### config.mk
export PLATFORM = sky130hd
export DESIGN_NAME = twowire_host_serdes_flat
export DESIGN_NICKNAME = d
export VERILOG_FILES = /design/src/rtl/twowire_host_serdes_pkg.sv /design/src/rtl/twowire_host_serdes_if.sv /design/src/rtl/twowire_host_serdes_clkgen.sv /design/src/rtl/twowire_host_serdes.sv /design/src/flat_wrapper.sv
export SDC_FILE = /design/constraint.sdc
export NUM_CORES = 1
export LEC_CHECK = 0
export CAP_MARGIN = 20
export CORE_ASPECT_RATIO = 0.75
export CORE_UTILIZATION = 55
export CTS_CLUSTER_DIAMETER = 120
export DETAILED_ROUTE_END_ITERATION = 12
export GPL_TIMING_DRIVEN = 0
export PLACE_DENSITY = 0.81
export SLEW_MARGIN = 20
export SYNTH_ARGS = -nofsm -noshare
export SYNTH_HDL_FRONTEND = slang
export SYNTH_SLANG_ARGS = --single-unit
### constraint.sdc
create_clock -name clk -period 3.7 [get_ports clk]
set_input_delay 0.37 -clock clk [delete_from_list [all_inputs] [get_ports clk]]
set_output_delay 0.37 -clock clk [all_outputs]
set_load 0.02 [all_outputs]
### src/rtl/twowire_host_serdes_pkg.sv
// twowire_host_pkg: shared FSM encoding, bit-count widths and length clamp for the Two-Wire host serdes.
package twowire_host_pkg;
   typedef enum logic [2:0] {IDLE, TX, TURN, RX, DONE} state_t;
   localparam int unsigned MAX_BITS = 32;
   localparam int BIT_W = $clog2(MAX_BITS + 1);
   localparam int IDX_W = $clog2(MAX_BITS);
   function automatic logic [BIT_W-1:0] clamp_len(input int unsigned len);
      return (len > MAX_BITS) ? BIT_W'(MAX_BITS) : BIT_W'(len);
   endfunction
endpackage

### src/rtl/twowire_host_serdes_if.sv
// twowire_host_serdes_if: request/response handshake between the host sequencer (master) and the serdes (slave).
interface twowire_host_serdes_if #(
   parameter int LEN_W = 6
) ();
   logic             req_valid;
   logic             req_ready;
   logic [LEN_W-1:0] req_tx_len;
   logic [31:0]      req_tx_data;
   logic [LEN_W-1:0] req_rx_len;
   logic             rsp_valid;
   logic             rsp_ready;
   logic [31:0]      rsp_data;
   modport master (output req_valid, req_tx_len, req_tx_data, req_rx_len, rsp_ready,
                   input  req_ready, rsp_valid, rsp_data);
   modport slave  (input  req_valid, req_tx_len, req_tx_data, req_rx_len, rsp_ready,
                   output req_ready, rsp_valid, rsp_data);
endinterface

### src/rtl/twowire_host_serdes_clkgen.sv
// twowire_host_clkgen: divides clk into DCK bit periods (low phase then high phase) with phase strobes.
module twowire_host_clkgen #(
   parameter int CLKDIV = 4
) (
   input  logic clk,
   input  logic drst_n,
   input  logic run,
   output logic dck,
   output logic fall_stb,
   output logic rise_stb,
   output logic last_hi_stb
);
   localparam int CW = $clog2(2 * CLKDIV);
   localparam logic [CW-1:0] LAST = CW'(2 * CLKDIV - 1);
   logic [CW-1:0] cnt_q, cnt_d;
   logic          run_q, dck_q;
   assign cnt_d       = (!run || !run_q || cnt_q == LAST) ? '0 : cnt_q + 1'b1;
   assign dck         = dck_q;
   assign fall_stb    = run_q && cnt_q == '0;
   assign rise_stb    = run_q && cnt_q == CW'(CLKDIV);
   assign last_hi_stb = run_q && cnt_q == LAST;
   // Period counter restarts at the first low-phase clk; dck is registered from the next count.
   always_ff @(posedge clk or negedge drst_n)
      if (!drst_n) begin
         cnt_q <= '0;
         run_q <= 1'b0;
         dck_q <= 1'b0;
      end else begin
         cnt_q <= cnt_d;
         run_q <= run;
         dck_q <= cnt_d >= CW'(CLKDIV);
      end
endmodule

### src/rtl/twowire_host_serdes.sv
// twowire_host_serdes: host-side Two-Wire Debug serdes; shifts TX bits out on DIO, turns the bus, shifts RX bits in.
// Build option TWOWIRE_HOST_INPUT_SYNC_EN: DIO input passes a 2-flop synchronizer and capture moves 2 clk later.
module twowire_host_serdes
   import twowire_host_pkg::*;
#(
   parameter int CLKDIV      = 4,
   parameter int TURN_CYCLES = 1,
   parameter int LEN_W       = 6
) (
   input  logic                 clk,
   input  logic                 drst_n,
   input  logic                 abort,
   twowire_host_serdes_if.slave bus,
   output logic                 dck,
   output logic                 dio_o,
   output logic                 dio_oe,
   input  logic                 dio_i
);
   state_t             state_q, state_d;
   logic [BIT_W-1:0]   bit_q, bit_d, tx_len_q, tx_len_d, rx_len_q, rx_len_d, cnt_nxt;
   logic [31:0]        tx_q, tx_d, rx_q, rx_d, rsp_data_q, rsp_data_d;
   logic               dio_o_q, dio_o_d, dio_oe_q, dio_oe_d;
   logic               req_ready_q, req_ready_d, rsp_valid_q, rsp_valid_d;
   logic [LEN_W-1:0]   tx_len_in, rx_len_in;
   logic               run, last_hi, fall_stb, rise_stb, unused_stb;
   logic               din, cap_stb, rx_last;
   logic [IDX_W-1:0]   rx_idx;
   assign tx_len_in     = bus.req_tx_len;
   assign rx_len_in     = bus.req_rx_len;
   assign cnt_nxt       = bit_q + 1'b1;
   assign run           = state_d inside {TX, TURN, RX};
   assign unused_stb    = fall_stb ^ rise_stb;
   assign dio_o         = dio_o_q;
   assign dio_oe        = dio_oe_q;
   assign bus.req_ready = req_ready_q;
   assign bus.rsp_valid = rsp_valid_q;
   assign bus.rsp_data  = rsp_data_q;
   twowire_host_clkgen #(.CLKDIV(CLKDIV)) u_clkgen (
      .clk        (clk),
      .drst_n     (drst_n),
      .run        (run),
      .dck        (dck),
      .fall_stb   (fall_stb),
      .rise_stb   (rise_stb),
      .last_hi_stb(last_hi)
   );
`ifdef TWOWIRE_HOST_INPUT_SYNC_EN
   logic [1:0] sync_q, cap_q;
   assign din     = sync_q[1];
   assign cap_stb = cap_q[1];
   assign rx_idx  = IDX_W'(bit_q - 1'b1);
   assign rx_last = bit_q == rx_len_q;
   // Synchronize DIO and delay the capture strobe to line up with the synchronized sample.
   always_ff @(posedge clk or negedge drst_n)
      if (!drst_n) begin
         sync_q <= '0;
         cap_q  <= '0;
      end else begin
         sync_q <= {sync_q[0], dio_i};
         cap_q  <= {cap_q[0], state_q == RX && last_hi};
      end
`else
   assign din     = dio_i;
   assign cap_stb = last_hi;
   assign rx_idx  = bit_q[IDX_W-1:0];
   assign rx_last = cnt_nxt == rx_len_q;
`endif
   // Next-state logic: accept, per-period bit sequencing, capture, abort and response hold.
   always_comb begin
      state_d  = state_q;
      bit_d    = bit_q;
      tx_len_d = tx_len_q;
      rx_len_d = rx_len_q;
      tx_d     = tx_q;
      rx_d     = rx_q;
      dio_o_d  = dio_o_q;
      dio_oe_d = dio_oe_q;
      case (state_q)
         IDLE: if (bus.req_valid && req_ready_q) begin
            tx_len_d = clamp_len(32'(tx_len_in));
            rx_len_d = clamp_len(32'(rx_len_in));
            tx_d     = bus.req_tx_data >> 1;
            rx_d     = '0;
            bit_d    = '0;
            dio_oe_d = tx_len_d != '0;
            dio_o_d  = (tx_len_d != '0) && bus.req_tx_data[0];
            state_d  = (tx_len_d != '0) ? TX : (rx_len_d != '0) ? TURN : DONE;
         end
         TX: if (last_hi) begin
            bit_d   = cnt_nxt;
            dio_o_d = tx_q[0];
            tx_d    = tx_q >> 1;
            if (cnt_nxt == tx_len_q) begin
               bit_d    = '0;
               dio_o_d  = 1'b0;
               dio_oe_d = 1'b0;
               state_d  = (rx_len_q != '0) ? TURN : DONE;
            end
         end
         TURN: if (last_hi) begin
            bit_d = cnt_nxt;
            if (cnt_nxt == BIT_W'(TURN_CYCLES)) begin
               bit_d   = '0;
               state_d = RX;
            end
         end
         RX: begin
            if (last_hi) bit_d = cnt_nxt;
            if (cap_stb) begin
               rx_d[rx_idx] = din;
               if (rx_last) state_d = DONE;
            end
         end
         DONE: if (bus.rsp_ready) state_d = IDLE;
         default: state_d = IDLE;
      endcase
      if (abort && state_q inside {TX, TURN, RX}) begin
         state_d  = IDLE;
         bit_d    = '0;
         dio_o_d  = 1'b0;
         dio_oe_d = 1'b0;
      end
      rsp_data_d  = (state_d == DONE && state_q != DONE) ? rx_d : rsp_data_q;
      rsp_valid_d = state_d == DONE;
      req_ready_d = state_d == IDLE;
   end
   // FSM and registered pin/handshake outputs; reset aborts everything with no response.
   always_ff @(posedge clk or negedge drst_n)
      if (!drst_n) begin
         state_q     <= IDLE;
         bit_q       <= '0;
         tx_len_q    <= '0;
         rx_len_q    <= '0;
         tx_q        <= '0;
         rx_q        <= '0;
         rsp_data_q  <= '0;
         dio_o_q     <= 1'b0;
         dio_oe_q    <= 1'b0;
         req_ready_q <= 1'b0;
         rsp_valid_q <= 1'b0;
      end else begin
         state_q     <= state_d;
         bit_q       <= bit_d;
         tx_len_q    <= tx_len_d;
         rx_len_q    <= rx_len_d;
         tx_q        <= tx_d;
         rx_q        <= rx_d;
         rsp_data_q  <= rsp_data_d;
         dio_o_q     <= dio_o_d;
         dio_oe_q    <= dio_oe_d;
         req_ready_q <= req_ready_d;
         rsp_valid_q <= rsp_valid_d;
      end
endmodule

### src/flat_wrapper.sv
// flat-port wrapper written by rule: the top's interface ports become plain ports
module twowire_host_serdes_flat import twowire_host_pkg::*;
#(
   parameter int CLKDIV      = 4,
   parameter int TURN_CYCLES = 1,
   parameter int LEN_W       = 6
)
  (clk, drst_n, abort, dck, dio_o, dio_oe, dio_i, bus_req_valid, bus_req_tx_len, bus_req_tx_data, bus_req_rx_len, bus_rsp_ready, bus_req_ready, bus_rsp_valid, bus_rsp_data);
  twowire_host_serdes_if #(.LEN_W(LEN_W)) bus_i ();
  input  logic clk;
  input  logic drst_n;
  input  logic abort;
  output logic dck;
  output logic dio_o;
  output logic dio_oe;
  input  logic dio_i;
  input wire logic [$bits(bus_i.req_valid)-1:0] bus_req_valid;
  input wire logic [$bits(bus_i.req_tx_len)-1:0] bus_req_tx_len;
  input wire logic [$bits(bus_i.req_tx_data)-1:0] bus_req_tx_data;
  input wire logic [$bits(bus_i.req_rx_len)-1:0] bus_req_rx_len;
  input wire logic [$bits(bus_i.rsp_ready)-1:0] bus_rsp_ready;
  output wire logic [$bits(bus_i.req_ready)-1:0] bus_req_ready;
  output wire logic [$bits(bus_i.rsp_valid)-1:0] bus_rsp_valid;
  output wire logic [$bits(bus_i.rsp_data)-1:0] bus_rsp_data;
  assign bus_i.req_valid = bus_req_valid;
  assign bus_i.req_tx_len = bus_req_tx_len;
  assign bus_i.req_tx_data = bus_req_tx_data;
  assign bus_i.req_rx_len = bus_req_rx_len;
  assign bus_i.rsp_ready = bus_rsp_ready;
  assign bus_req_ready = bus_i.req_ready;
  assign bus_rsp_valid = bus_i.rsp_valid;
  assign bus_rsp_data = bus_i.rsp_data;
  twowire_host_serdes #(.CLKDIV(CLKDIV), .TURN_CYCLES(TURN_CYCLES), .LEN_W(LEN_W)) u_core (.clk(clk), .drst_n(drst_n), .abort(abort), .bus(bus_i), .dck(dck), .dio_o(dio_o), .dio_oe(dio_oe), .dio_i(dio_i));
endmodule
After elaboration in Yosys (flattened, before gate mapping)
Index checks and enable logic that the tools add are counted.
Widths: inputs -> output; s select.
- flip-flop bits (word level): 126
- input bits: 50
- output and inout bits: 37
- logic and storage cells: 109
- reductions and logical operators: 25
- multiplexer cells: 43
- $add $sub $neg: 2
- $lt $le $gt $ge: 5
- equality and inequality tests: 20
- operator list (operator ; count):
    $mux 32 ; 4
    $pmux 32 s2 ; 2
    $mux 6 ; 9
    $mux 3 ; 13
    $bwmux 32 ; 1
    $pmux 6 s4 ; 1
    $reduce_bool 6->1 ; 3
    $pmux 3 s5 ; 1
    $eq 3x2->1 const B ; 4
    $eq 6x6->1 ; 2
    $gt 6x6->1 const B ; 2
    $ne 3x2->1 const B ; 4
    $eq 3x3->1 const B ; 3
    $mux 1 ; 9
    $reduce_bool 3->1 ; 3
    $add 6x1->6 const B ; 1
    $eq 3x1->1 const B ; 2
    $eq 6x1->1 const B ; 1
    $logic_and 1x1->1 ; 6
    $logic_not 3->1 ; 2
    $lt 5x6->1 const B ; 1
    $reduce_and 3->1 ; 2
    $demux 1 s5 ; 1
    $ge 5x1->1 const B ; 1
    other kinds (13) ; 17

Logic depth before layout (Yosys ltp)
Gate-level depths: netlist of run 1.
- depth after elaboration: 15
- mapped depth: 10
- depth with buffers taken out: 8

Hierarchy
From an unflattened synthesis of run 1, not the netlist that was laid out.
- cell total of the unflattened synthesis: 611
- area total of the unflattened synthesis: 6379.9 µm²
- modules (own cells, without submodules) (module ; sequential area each (µm²) ; instances ; cells an instance ; area an instance (µm²)):
    twowire_host_serdes ; 3002.9 ; 1 ; 596 ; 6179.7
    twowire_host_clkgen ; 100.1 ; 1 ; 15 ; 200.2

Least setup slack after synthesis of run 1
OpenSTA, ideal clock, no wires.
- path kind: flip-flop to flip-flop
- start: reg u_core.bit_q[0]
- end: reg u_core.rsp_data_q[10] (netlist: u_core.bus.rsp_data[10])
- required time: 3.573 ns
- setup slack: 1.030 ns
- period minus slack after synthesis: 2.670 ns
- stages on the path, launching flop included: 11
- arrival: 2.543 ns
- library setup time: 0.127 ns
- buffers on the path: 2
- cells stage by stage: dfrtp_1 > buf_2 > inv_1 > ha_1 > xnor2_1 > nand2_1 > nor4b_4 > nand4_2 > a221oi_4 > buf_6 > mux2_1
- cells in the longest elaborated chain, start to end: 8
- elaborated cells between the ends (all ways): 22
- those cells by class: add/sub: 1; order compare: 2; eq/ne: 4; mux: 13; reduce/logical: 2
- RTL lines (what ; line ; text):
    start, declared ; twowire_host_serdes.sv:20 ; logic [BIT_W-1:0] bit_q, bit_d, tx_len_q, tx_len_d, rx_len_q, rx_len_d, cnt_nxt;
    start signal, assigned ; twowire_host_serdes.sv:143 ; bit_q <= bit_d;
    $add 6x1->6 ; twowire_host_serdes.sv:30 ; assign cnt_nxt = bit_q + 1'b1;
    $eq 6x6->1 (tied with other cells) ; twowire_host_serdes.sv:66 ; assign rx_last = cnt_nxt == rx_len_q;
    $mux 3 (on tied branches) ; twowire_host_serdes.sv:111, twowire_host_serdes.sv:93, twowire_host_serdes.sv:102 ;
    $mux 3 (on tied branches) ; twowire_host_serdes.sv:109, twowire_host_serdes.sv:89, twowire_host_serdes.sv:100 ;
    $pmux 3 s5 ; twowire_host_serdes.sv:78 ; case (state_q)
    $mux 3 ; twowire_host_serdes.sv:117 ; if (abort && state_q inside {TX, TURN, RX}) begin
    $eq 3x3->1 ; twowire_host_serdes.sv:123 ; rsp_data_d = (state_d == DONE && state_q != DONE) ? rx_d : rsp_data_q;
    $logic_and 1x1->1 ; twowire_host_serdes.sv:123 ;
    end signal, assigned ; twowire_host_serdes.sv:148 ; rsp_data_q <= rsp_data_d;
    end, declared ; twowire_host_serdes.sv:21 ; logic [31:0] tx_q, tx_d, rx_q, rx_d, rsp_data_q, rsp_data_d;
Several ways; a longest one is shown, not always the timed one.
A chain may end at the register's enable or synchronous reset.

Final worst setup path of run 1
- start: reg u_core.bit_q[0]
- end: reg u_core.rsp_data_q[18] (netlist: u_core.bus.rsp_data[18])
The elaborated chain is that of the path after synthesis.

==> flow_metrics.env, run 1 <==
export IMPL_grtUsageTotal_pct=29.60
export IMPL_drive_above_1_share_pct=7.212
export IMPL_die_area_sq_mm=0.01122
export IMPL_final_cell_mix="dfrtp_1, clkdlybuf4s50_1, o21ai_0, nand2_1, nor2_1"
export IMPL_yosysTopAreaCellShare_pct=52.24
export IMPL_endpoint_kind="register"
export IMPL_die_x_um=122.0
export IMPL_synthTopCellsByArea="dfrtp_1, o21ai_0, mux2_1"
export IMPL_antenna_found_initial=0
export IMPL_crit_chain="buf_2 -> inv_1 -> ha_1 -> xnor2_1 -> nand2_1 -> nor4b_4 -> nand4_2 -> a221oi_4 -> buf_6 -> mux2_1"
export IMPL_holdBufCountCts=1
export IMPL_nNetsFinal=764
export IMPL_synth_top_flop_cell="dfrtp_1"
export IMPL_grt_max_degree=85
export IMPL_final_hold_viol_count=0
export IMPL_initial_utilization_pct=57.06
export IMPL_clk_latency_ps=420
export IMPL_dieHeight_um=92.00
export IMPL_tightestPinTransition_ps=878.8
export IMPL_grt_pass1_vias=5176
export IMPL_ir_worst_vdd_mv=0.3606
export IMPL_crit_slowest_cell="a221oi_4"
export IMPL_drc=0
export IMPL_ys_seq_elements=124
export IMPL_setup_violations=0
export IMPL_ys_seq_area_share_pct=52.24
export IMPL_status="finished, final reports clean"
export IMPL_timing_rr_end="u_core.bus.rsp_data[18]"
export IMPL_yosys_area_top_type="dfrtp_1"
export IMPL_rr_startpoint="u_core.bit_q[0]"
export IMPL_r2r_setup_slack_ps=560
export IMPL_cts_root_buf="clkbuf_16"
export IMPL_worstSetupStartpointType="register"
export IMPL_max_freq_mhz=318.4
export IMPL_drt_wl_total_um=15280
export IMPL_required_ps=3990
export IMPL_rsz0062_at_grt="false"
export IMPL_port_buffers=86
export IMPL_p_leak_uw=0.003407
export IMPL_syn_cell_area_sq_mm=0.005939
export IMPL_post_route_min_period_ps=3140
export IMPL_hold_class="input port to asynchronous set/reset pin"
export IMPL_cts_buffers=17
export IMPL_synth_avg_cell_area_sq_um=9.883
export IMPL_critical_path_top_delay_family="simple AND/OR/NAND/NOR gates"
export IMPL_core_sq_mm=0.01041
export IMPL_vias_per_cell=5.914
export IMPL_slew_limit_headroom_pct=40.92
export IMPL_syn2layout_area_growth_pct=27.93
export IMPL_async_flop_share_pct=100.0
export IMPL_htree_levels=4
export IMPL_path_max_fanout=10
export IMPL_via_count=5068
export IMPL_wl_per_cell_um=17.83
export IMPL_synthCells=601
export IMPL_ant_nets=0
export IMPL_drtIter0Drc=383
export IMPL_period_share_pct=84.87
export IMPL_synth_distinct_cells=54
export IMPL_cts_tree="built"
export IMPL_fill_cells=756
export IMPL_ctsResizeCount=0
export IMPL_drv_slew=0
export IMPL_fin_tns_setup_ps=0
export IMPL_gp_congestion=0.8806
export IMPL_clockBufferDepth=2
export IMPL_skew_ps=8.967
export IMPL_arrival_ps=3430
export IMPL_grt_overflow=0
export IMPL_power_density_mw_per_mm2=599.7
export IMPL_critPathBufInv=3
export IMPL_finalPower_uw=4557
export IMPL_numClockSinks=124
export IMPL_synthesis_nets=657
export IMPL_cp_slowest_stage_delay_ps=480
export IMPL_antenna_cells=0
export IMPL_reg2reg_depth=10
export IMPL_critical_path_class="register to register"
export IMPL_yosysWarnings=0
export IMPL_drtPass1Iterations=5
export IMPL_final_common_cell="dfrtp_1"
export IMPL_io_pins=87
export IMPL_row_count=32
export IMPL_synth_edf_count=0
export IMPL_drv_cap=0
export IMPL_place_hpwl_um=10480
export IMPL_grt_pass1_wl_um=25300
export IMPL_clkSlewWorstSetupHoldPaths_ps=60
export IMPL_post_cts_buffers=0
==> per-stage QoR <==
| stage | hold slack, ps | area (sq um) | std cells | setup slack (ps) | util [%] |
|---|---|---|---|---|---|
| after floorplan | 74.41 | 5939 | 601 | 1030 | - |
| after global placement | 431.0 | 6970 | 823 | -2363 | 66.96 |
| after detailed placement | 307.2 | 6999 | 824 | 360.7 | 67.24 |
| after CTS | 449.5 | 7599 | 857 | 561.4 | 72.99 |
| after global routing | 456.6 | 7599 | 857 | 391.7 | 72.99 |
| final | 442.1 | 7599 | 857 | 559.7 | 72.99 |
==> worst max path at each step <==
stage,slack (ps),startpoint,to,depth (start not counted)
2_1_floorplan,1030,u_core.bit_q[0],u_core.bus.rsp_data[10],10
6_report,560,u_core.bit_q[0],u_core.bus.rsp_data[18],10
3_5_place_dp,360,bus_req_tx_len[0],u_core.bus.rsp_data[15],8
4_1_cts,560,u_core.bit_q[0],u_core.bus.rsp_data[15],10
5_1_grt,390,u_core.bit_q[0],u_core.bus.rsp_data[15],10
3_3_place_gp,-2360,drst_n,u_core.bus.rsp_data[24],1
==> per-layer routing <==
layer	part of all wire (%)	routed length [um]	GRT usage, %
met5	0	0	0
met2	46	6979	44.35
met4	1.7	260	12.55
met1	43	6634	40.45
met3	9.2	1409	8.085
==> layout make-up <==
class / instances / area, sq um / share of cell area, %
plain buffers: 39 / 173.9 / 2.289
clock buffers: 22 / 474.2 / 6.241
clock inverters: 10 / 115.1 / 1.515
inverters: 18 / 67.56 / 0.8892
flip-flops and latches: 124 / 3103 / 40.84
multi-input cells: 420 / 2595 / 34.15
well taps: 136 / 170.2 / 2.239
repair buffers: 88 / 899.6 / 11.84
==> power by group <==
part | internal (uW) | switching, uW | total, uW
logic | 446 | 655 | 1100
clock network | 1040 | 604 | 1650
registers | 1630 | 183 | 1810
==> synthesized netlist by cell type (2+ instances only) <==
cell       number
a2111oi_0       3
a21oi_1        41
a31oi_1        33
and2_0          2
and2_1          3
and3_1          7
and3b_1         2
buf_1           3
buf_2           4
buf_6           3
clkbuf_1       29
dfrtp_1       124
ha_1            6
inv_1          18
mux2_1         30
mux2_2          4
nand2_1        80
nand2b_1        2
nand3_1         7
nand3b_1       12
nor2_1         46
nor2b_1         2
nor3_1          6
nor3b_1         3
nor4_1          2
o211ai_1        2
o21ai_0        83
o31ai_1         4
or3_1           2
or3b_2          2
or4_1           2
xnor2_1         6
xnor3_1         5
xor2_1          3
==> registers in the layout (all words and copies together) (netlist names) <==
| signal | cells |
|---|---|
| u_core.u_clkgen.cnt_q | 3 |
| u_core.bit_q | 6 |
| u_core.dio_oe | 1 |
| u_core.tx_q | 31 |
| u_core.u_clkgen.run_q | 1 |
| u_core.rx_len_q | 6 |
| u_core.bus.req_ready | 1 |
| u_core.bus.rsp_data | 32 |
| u_core.tx_len_q | 6 |
| u_core.rx_q | 32 |
| u_core.dio_o | 1 |
| u_core.bus.rsp_valid | 1 |
| u_core.state_q | 3 |
==> cells by family (layout without fill, tap and decap cells) <==
family | count (synthesis) | after routing | share of synthesized area [%]
AND/OR/NAND/NOR | 187 | 187 | 15.38
XOR/XNOR | 15 | 15 | 3.497
buffers and inverters | 57 | 177 | 4.066
flip-flops | 124 | 124 | 52.24
adder cells (fa/ha/maj) | 6 | 6 | 1.264
AO/OA/AOI/OAI | 178 | 178 | 17.11
multiplexers | 34 | 34 | 6.446
(Power assumes the default switching activity.)
==> run 2: changes to the inputs <==
--- a/config.mk
+++ b/config.mk
@@ -7,11 +7,11 @@
 export LEC_CHECK = 0
 export CAP_MARGIN = 20
 export CORE_ASPECT_RATIO = 0.75
-export CORE_UTILIZATION = 55
+export CORE_UTILIZATION = 49
 export CTS_CLUSTER_DIAMETER = 120
 export DETAILED_ROUTE_END_ITERATION = 12
 export GPL_TIMING_DRIVEN = 0
-export PLACE_DENSITY = 0.81
+export PLACE_DENSITY = 0.76
 export SLEW_MARGIN = 20
 export SYNTH_ARGS = -nofsm -noshare
 export SYNTH_HDL_FRONTEND = slang
==> constraint.sdc (replaced) <==
create_clock -name clk -period 2.85 [get_ports clk]
set_input_delay 0.285 -clock clk [delete_from_list [all_inputs] [get_ports clk]]
set_output_delay 0.285 -clock clk [all_outputs]
set_load 0.02 [all_outputs]
==> flow_metrics.env, run 2 (synthesis results as in run 1) <==
export IMPL_status="finished, final reports clean"
export IMPL_drive_above_1_share_pct=9.793
export IMPL_gp_congestion=0.8772
export IMPL_drv_slew=0
export IMPL_cts_root_buf="clkbuf_16"
export IMPL_multi_input_area_sq_mm=0.002661
export IMPL_crit_chain="buf_4 -> ha_4 -> and3_2 -> xnor3_1 -> nor4b_4 -> nand4_2 -> a221oi_4 -> buf_12 -> buf_6 -> mux2_1"
export IMPL_holdWs_ps=389.8
export IMPL_wl_per_cell_um=16.79
export IMPL_slew_limit_headroom_pct=43.34
export IMPL_max_freq_mhz=357.1
export IMPL_place_hpwl_um=9972
export IMPL_antenna_cells=0
export IMPL_final_hold_viol_count=0
export IMPL_clockBufferDepth=2
export IMPL_cp_startpoint="u_core.bit_q[0]"
export IMPL_clk_latency_ps=420
export IMPL_finalPower_uw=6147
export IMPL_rsz0062_at_grt="true"
export IMPL_vias_per_cell=5.679
export IMPL_skew_ps=5.351
export IMPL_post_route_util_pct=66.86
export IMPL_fill_cells=842
export IMPL_cp_slowest_stage_delay_ps=390
export IMPL_drc=0
export IMPL_core_sq_mm=0.01170
export IMPL_via_count=5037
export IMPL_ant_nets=0
export IMPL_port_buffers=86
export IMPL_final_common_cell="dfrtp_1"
export IMPL_grt_pass1_vias=4972
export IMPL_clkSlewWorstSetupHoldPaths_ps=60
export IMPL_post_route_min_period_ps=2800
export IMPL_die_x_um=129.1
export IMPL_hold_class="input port to asynchronous set/reset pin"
export IMPL_required_ps=3150
export IMPL_io_pins=87
export IMPL_drtPass1Iterations=5
export IMPL_cts_tree="built"
export IMPL_cts_buffers=17
export IMPL_numClockSinks=124
export IMPL_ir_worst_vdd_mv=0.4973
export IMPL_grtUsageTotal_pct=25.57
export IMPL_tightestPinTransition_ps=843.5
export IMPL_ff_latch_area_sq_mm=0.003104
export IMPL_finalNonFillerCells=887
export IMPL_initial_utilization_pct=50.77
export IMPL_period_share_pct=98.26
export IMPL_endpoint_kind="register"
export IMPL_power_density_mw_per_mm2=786.0
export IMPL_path_max_fanout=10
export IMPL_nNetsFinal=768
export IMPL_dp_cells=850
export IMPL_drtIter0Drc=461
export IMPL_syn2layout_area_growth_pct=31.68
export IMPL_crit_slowest_cell="dfrtp_1"
export IMPL_drv_cap=0
export IMPL_setup_violations=0
export IMPL_arrival_ps=3100
export IMPL_dieHeight_um=97.35
export IMPL_row_count=34
export IMPL_p_leak_uw=0.003461
export IMPL_antenna_found_initial=0
export IMPL_final_cell_mix="dfrtp_1, clkdlybuf4s50_1, o21ai_0, nand2_1, nor2_1"
export IMPL_grt_max_degree=72
export IMPL_grt_pass1_wl_um=24670
export IMPL_reg2reg_depth=10
export IMPL_htree_levels=4
export IMPL_critical_path_class="register to register"
export IMPL_drt_wl_total_um=14900
export IMPL_rr_startpoint="u_core.bit_q[0]"
export IMPL_die_area_sq_mm=0.01257
export IMPL_worstSetupStartpointType="register"
export IMPL_grt_overflow=0
-- run 2: cell types whose count changed in the layout (fill, tap and decap cells not counted), sizes merged --
cell,delta
clkbuf,+1
buf,+4
clkinv,-4
bufinv,+2
inv,+1
-- run 2: final cells by class --
| cell class | count | share of cell area [%] |
|---|---|---|
| Sequential cell | 124 | 39.69 |
| Multi-Input combinational cell | 420 | 34.03 |
| Timing Repair Buffer | 92 | 12.05 |
| Clock buffer | 23 | 6.367 |
| Tap cell | 162 | 2.592 |
| Buffer | 39 | 2.416 |
| Clock inverter | 9 | 2.000 |
| Inverter | 18 | 0.8639 |
-- run 2: what timing repair did --
item                                   4_1_cts  5_1_grt
endpoints found under the hold margin       53        0
hold buffers                                 1        0
pin swaps                                    4        5
setup endpoints to repair                   37       35
cloned                                       0        0
buffers inserted                             3        1
gates resized for setup                      5       16
-- run 2: final timing paths --
check,slack [ps],to
setup / recovery,50,u_core.bus.rsp_data[14]
hold / removal,390,u_core.tx_len_q[1]
setup reg to reg,50,u_core.bus.rsp_data[14]
hold reg to reg,450,u_core.u_clkgen.cnt_q[0]
max in group asynchronous,1720,u_core.bit_q[1]
min in group clk,430,u_core.tx_q[29]
-- run 2: per-stage QoR --
stage	setup TNS, ps	setup WS, ps	cell area, sq um
floorplan	0	179.9	5939
global placement	-395250	-3104	7003
detailed placement	-13340	-430.3	7032
CTS	0	1.527	7754
global route	-321.0	-26.61	7821
finish	0	49.55	7821
-- run 2: critical path, delay by kind of cell (launching register included) --
family	cells	cell delay (ps)
simple gates	3	750
buf+inv	3	470
flops	1	390
compound gates	1	340
mux	1	330
xor+xnor	1	210
fa+ha+maj	1	180
-- run 2: metal layers --
layer  part of all wire, %  wire length [um]  vias to the layer above  track usage [%]
met2                    44              6514                      232            36.97
met3                   8.8              1310                       38            7.709
li1                      -                 -                     2362                -
met1                    45              6741                     2405            35.66
met5                     0                 0                        -                0
met4                   2.2               329                        0            10.59
-- run 2: power breakdown --
part	total, uW	leakage, uW	internal [uW]	switching, uW
sequential	2350	0.00162	2110	235
clock	2350	0.000312	1580	773
combinational	1450	0.00153	595	852
==> run 3: changes to the inputs <==
--- a/config.mk
+++ b/config.mk
@@ -5,7 +5,7 @@
 export SDC_FILE = /design/constraint.sdc
 export NUM_CORES = 1
 export LEC_CHECK = 0
-export CAP_MARGIN = 20
+export CAP_MARGIN = 15
 export CORE_ASPECT_RATIO = 0.75
 export CORE_UTILIZATION = 49
 export CTS_CLUSTER_DIAMETER = 120
==> results of run 3 <==
The final DEF is identical to that of run 2; final timing and power are the same.
